$ cat config.mk
export PLATFORM = sky130hd
export DESIGN_NAME = int2flt
export DESIGN_NICKNAME = d
export VERILOG_FILES = /design/src/rtl/int2flt.sv
export SDC_FILE = /design/constraint.sdc
export NUM_CORES = 1
export LEC_CHECK = 0
export CAP_MARGIN = 0
export CORE_MARGIN = 5
export CORE_UTILIZATION = 41
export DETAILED_ROUTE_END_ITERATION = 16
export HOLD_SLACK_MARGIN = 0.12
export PLACE_DENSITY = 0.71
export SETUP_SLACK_MARGIN = 0.4
export SLEW_MARGIN = 0
export SYNTH_ARGS = -nofsm -noshare
export SYNTH_HDL_FRONTEND = slang
export SYNTH_SLANG_ARGS = --single-unit
$ cat constraint.sdc
create_clock -name clk -period 2.6 [get_ports clk]
set_input_delay 0.52 -clock clk [delete_from_list [all_inputs] [get_ports clk]]
set_output_delay 0.52 -clock clk [all_outputs]
set_load 0.01 [all_outputs]
$ cat src/rtl/int2flt.sv
// Sequential int16 -> IEEE-754 binary16 converter. Reads a little-endian int16
// from data memory, normalizes one bit per clock, rounds to nearest even, writes back.
module int2flt #(
    parameter int              ADDR_W   = 8,
    parameter logic [ADDR_W-1:0] IN_ADDR  = 8'd0,
    parameter logic [ADDR_W-1:0] OUT_ADDR = 8'd2
) (
    input  logic              clk,
    input  logic              reset,
    input  logic              start,
    output logic              done,
    output logic [ADDR_W-1:0] dm_addr,
    output logic              dm_wr_en,
    output logic [7:0]        dm_wdata,
    input  logic [7:0]        dm_rdata
);

    typedef enum logic [3:0] {
        IDLE, RD_LO, RD_HI, PREP, NORM, PACK, WR_LO, WR_HI, DONE
    } state_t;

    localparam logic [ADDR_W-1:0] IN_ADDR_HI  = IN_ADDR + ADDR_W'(1);
    localparam logic [ADDR_W-1:0] OUT_ADDR_HI = OUT_ADDR + ADDR_W'(1);

    state_t      state, next_state;
    logic        start_q;
    logic        trig;
    logic [7:0]  lo, hi;
    logic        sign;
    logic [15:0] mag;
    logic [3:0]  s;
    logic [15:0] res;

    logic [15:0] mag_abs;
    logic [4:0]  exp_raw, exp_fin;
    logic [9:0]  frac;
    logic        guard, sticky, round_up;
    logic [10:0] frac_sum;
    logic [15:0] res_c;

    logic [ADDR_W-1:0] addr_d;
    logic [7:0]        wdata_d;
    logic              wr_en_d, done_d;

    assign trig = start_q & ~start;

    // Negating 0x8000 wraps back to 0x8000, which is the right unsigned magnitude.
    assign mag_abs = hi[7] ? (16'd0 - {hi, lo}) : {hi, lo};

    assign exp_raw  = 5'd30 - {1'b0, s};
    assign frac     = mag[14:5];
    assign guard    = mag[4];
    assign sticky   = |mag[3:0];
    assign round_up = guard & (sticky | frac[0]);
    assign frac_sum = {1'b0, frac} + {10'd0, round_up};
    // A carry out leaves frac_sum[9:0] at zero, so only the exponent needs bumping.
    assign exp_fin  = exp_raw + {4'd0, frac_sum[10]};
    assign res_c    = (mag == 16'd0) ? 16'h0000 : {sign, exp_fin, frac_sum[9:0]};

    // NOTE: every always_comb output gets a default first so no latch is inferred.
    always_comb begin
        next_state = state;
        unique case (state)
            IDLE:    if (trig) next_state = RD_LO;
            RD_LO:   next_state = RD_HI;
            RD_HI:   next_state = PREP;
            PREP:    next_state = (mag_abs == 16'd0 || mag_abs[15]) ? PACK : NORM;
            NORM:    if (mag[14]) next_state = PACK;
            PACK:    next_state = WR_LO;
            WR_LO:   next_state = WR_HI;
            WR_HI:   next_state = DONE;
            DONE:    next_state = IDLE;
            default: next_state = IDLE;
        endcase
    end

    // Outputs are decoded from next_state and registered, so they are glitch-free.
    always_comb begin
        addr_d  = '0;
        wdata_d = '0;
        wr_en_d = 1'b0;
        done_d  = 1'b0;
        unique case (next_state)
            RD_LO: addr_d = IN_ADDR;
            RD_HI: addr_d = IN_ADDR_HI;
            WR_LO: begin
                addr_d  = OUT_ADDR;
                wdata_d = res_c[7:0];
                wr_en_d = 1'b1;
            end
            WR_HI: begin
                addr_d  = OUT_ADDR_HI;
                wdata_d = res[15:8];
                wr_en_d = 1'b1;
            end
            DONE:    done_d = 1'b1;
            default: ;
        endcase
    end

    // NOTE: sequential state uses non-blocking assignments so all flops update together.
    always_ff @(posedge clk or posedge reset) begin
        if (reset) begin
            state    <= IDLE;
            start_q  <= 1'b0;
            done     <= 1'b0;
            dm_wr_en <= 1'b0;
            dm_addr  <= '0;
            dm_wdata <= '0;
        end else begin
            state    <= next_state;
            start_q  <= start;
            done     <= done_d;
            dm_wr_en <= wr_en_d;
            dm_addr  <= addr_d;
            dm_wdata <= wdata_d;
        end
    end

    always_ff @(posedge clk or posedge reset) begin
        if (reset) begin
            lo   <= '0;
            hi   <= '0;
            sign <= 1'b0;
            mag  <= '0;
            s    <= '0;
            res  <= '0;
        end else begin
            unique case (state)
                RD_LO: lo <= dm_rdata;
                RD_HI: hi <= dm_rdata;
                PREP: begin
                    sign <= hi[7];
                    mag  <= mag_abs;
                    s    <= 4'd0;
                end
                NORM: begin
                    mag <= {mag[14:0], 1'b0};
                    s   <= s + 4'd1;
                end
                PACK:    res <= res_c;
                default: ;
            endcase
        end
    end

endmodule

==> flow_metrics.py <==
metrics = {
    "critical_path": {
        "r2r_cells": 6,
        "cp-startpoint": "lo[0]$_DFFE_PP0P_",
        "start_kind": "flop",
        "r2r-end": "state[0]$_DFF_PP0_",
        "rr_startpoint": "lo[0]$_DFFE_PP0P_",
        "crit_path_end_kind": "flop",
        "cp_max_fo": 4,
        "required_ns": 2.82,
        "crit_type": "reg2reg",
        "ff2ff_setup_slack_ns": 0.41,
        "worstPathArrival_ns": 2.41,
    },
    "sta": {
        "fin_crit_sh_pct": 84.3,
        "max_slew_margin_pct": 51.6,
        "setup_tns_ns": 0,
        "clock_skew_ns": 0.00811,
        "finalSetupViolCount": 0,
        "slew_viol_final": 0,
        "tightest_slew_ns": 0.724,
        "min_period_ns": 2.19,
        "grt_setup_unrepaired": "yes",
        "fmax_mhz": 456,
        "timing_hold_violations_final": 0,
    },
    "synthesis": {
        "yosys_warnings": 0,
        "synth_top_area_cell": "dfrtp_1",
        "synth_area_leaders": "dfrtp_1 (48%), mux2_2 (5.3%), xor2_1 (3.8%)",
        "yosys_most_used_dff": "dfrtp_1",
        "synthCells": 309,
        "ys_seq_elements": 61,
        "synth_common_cells": "dfrtp_1 (61), nand2_1 (32), o21ai_0 (21)",
        "seq_area_frac_synth_pct": 47.8,
        "async_reset_ff_share_pct": 100,
        "synth_edf_count": 0,
        "synth.most_common_cell": "dfrtp_1",
        "ys_types": 51,
        "syn_avg_cell_area_um2": 10.3,
        "syn_area_um2": 3190,
        "synth_top_area_share_pct": 47.8,
    },
    "cts": {
        "path_clk_slew_ns": 0.06,
        "cts_htree_levels": 3,
        "cts_tree": "yes",
        "insertion_delay_ns": 0.33,
        "cts_hold_buf": 0,
        "cts.path.max_buffers": 2,
        "cts_inserted_buffers": 9,
        "cts.sinks": 61,
        "cts-root-buf": "clkbuf_8",
    },
    "power": {
        "p_per_area_nw_per_um2": 1230,
        "p_leak_nw": 1.60,
        "vdd_drop_max_mv": 0.765,
    },
    "detailed_routing": {
        "wl_um": 6800,
        "wl_per_cell_um": 15.1,
        "antenna_left": 0,
        "post_drt_via_cell_ratio": 5.23,
        "firstDrtPassIters": 4,
        "vias": 2353,
        "drtIter0Drc": 104,
        "drc": 0,
    },
    "place": {
        "dp.cells": 423,
        "place_congestion": 0.867,
        "placed_area_um2": 3510,
        "io_buffers": 22,
        "place_hpwl_um": 4590,
    },
    "global_route": {
        "grt_max_degree": 39,
        "grt_pass1_vias": 2343,
        "antenna_found_initial": 0,
        "grtUsageTotal_pct": 14.4,
        "overflow": 0,
        "grt_pass1_wl_um": 11300,
    },
    "flow_run": {
        "cap_violations": 0,
    },
    "hold_path": {
        "min_path_type": "reg2reg",
        "hold_end": "dm_wdata[1]$_DFF_PP0_",
        "hold_start": "res[9]$_DFFE_PP0P_",
        "hold_path_depth": 2,
    },
    "finish": {
        "syn2layout_area_growth_pct": 21.2,
        "fin_nets": 360,
        "final_area_um2": 3870,
        "fin_util_pct": 50.6,
        "seq_area_um2": 1530,
        "fillers": 696,
        "drive_above_1_share_pct": 22.1,
        "antenna_cells": 0,
        "finalNonFillerCells": 450,
        "multi_input_area_um2": 1640,
    },
    "die": {
        "rows": 32,
        "ios": 29,
        "start_util_pct": 41.8,
        "dieArea_um2": 9660,
        "die_h_um": 98.3,
        "core-area_um2": 7650,
        "fp.dieW_um": 98.3,
    },
    "outcome": {
        "status": "completed",
    },
}
[cells in the final DEF (no fill, tap or decap), types with 3 or more instances in the layout]
cell	instances
clkdlybuf4s50_1	22
nand2b_1	3
mux2_2	15
nor3_1	6
clkbuf_8	10
a21oi_1	4
clkbuf_1	3
nand3_1	5
a22oi_1	12
o21ai_0	19
nor2b_1	3
buf_4	17
mux2i_1	4
a22o_1	3
conb_1	6
or3_1	4
o31ai_1	8
xnor2_1	10
nor4_1	3
buf_6	3
nor2_1	15
or4_1	3
nand4_1	3
or2_1	3
a21o_1	3
inv_2	3
dfrtp_1	60
o21ai_1	7
xor2_1	14
ha_1	3
nand2_1	32
[final cells by class]
type / count / share of cell area (%)
Clock inverter: 2 / 0.259
Tap cell: 102 / 3.30
Inverter: 5 / 0.485
Sequential cell: 61 / 39.5
Clock buffer: 13 / 3.85
Multi-Input combinational cell: 224 / 42.3
Timing Repair Buffer: 43 / 10.4
[worst max path at each step]
stage	end	slack [ns]	depth (start not counted)
after global routing	state[0]$_DFF_PP0_	0.35	6
after floorplan	state[0]$_DFF_PP0_	0.42	8
final	state[0]$_DFF_PP0_	0.41	6
after detailed placement	state[0]$_DFF_PP0_	0.16	7
after CTS	state[0]$_DFF_PP0_	0.39	6
after global placement	state[0]$_DFF_PP0_	0.28	7
[registers in the layout, summed over array words and instances (netlist names)]
register / count
sign: 1
dm_wdata: 8
res: 8
dm_addr: 2
mag: 16
lo: 8
done: 1
hi: 8
s: 4
state: 4
start_q: 1
[repair_timing]
action	CTS	global route
gates resized for setup	12	15
buffers inserted	8	4
setup endpoints to repair	5	7
pin swaps	6	4
hold endpoints to repair	0	0
[per-stage QoR]
| stage | setup WS, ns | total power [mW] | hold WS, ns |
|---|---|---|---|
| after global placement | 0.281 | 3.71 | 0.466 |
| after CTS | 0.392 | 4.63 | 0.486 |
| after detailed placement | 0.161 | 3.76 | 0.470 |
| after floorplan | 0.422 | 3.22 | 0.448 |
| after global routing | 0.355 | 5.16 | 0.508 |
| final | 0.408 | 4.78 | 0.482 |
[kinds of logic after synthesis]
logic type	after synthesis	synth area share [%]
compound gates	71	16.2
xor+xnor	24	6.58
fa+ha+maj	5	1.96
buf+inv	29	4.78
flops	61	47.8
mux	19	6.54
other cells	1	0.117
simple gates	99	16.0
[metal layers]
layer	vias up	track usage, %	wire length (µm)
met4	0	4.83	60
met2	55	22.6	3310
met1	1117	18.7	3130
li1	1177	-	-
met5	-	0	0
met3	4	5.07	293
[worst max-delay path: stages (launching register included)]
cell and delay, ns:
dfrtp_1 0.40, buf_4 0.15, or4_1 0.57, or2_1 0.31, o21ai_1 0.18, xnor2_1 0.13, o41ai_2 0.35
[power by group]
group / internal, mW / total, mW / switching (mW)
clock: 0.364 / 0.700 / 0.336
combinational: 1.12 / 2.19 / 1.08
sequential: 1.36 / 1.89 / 0.526
(Power assumes the default switching activity.)
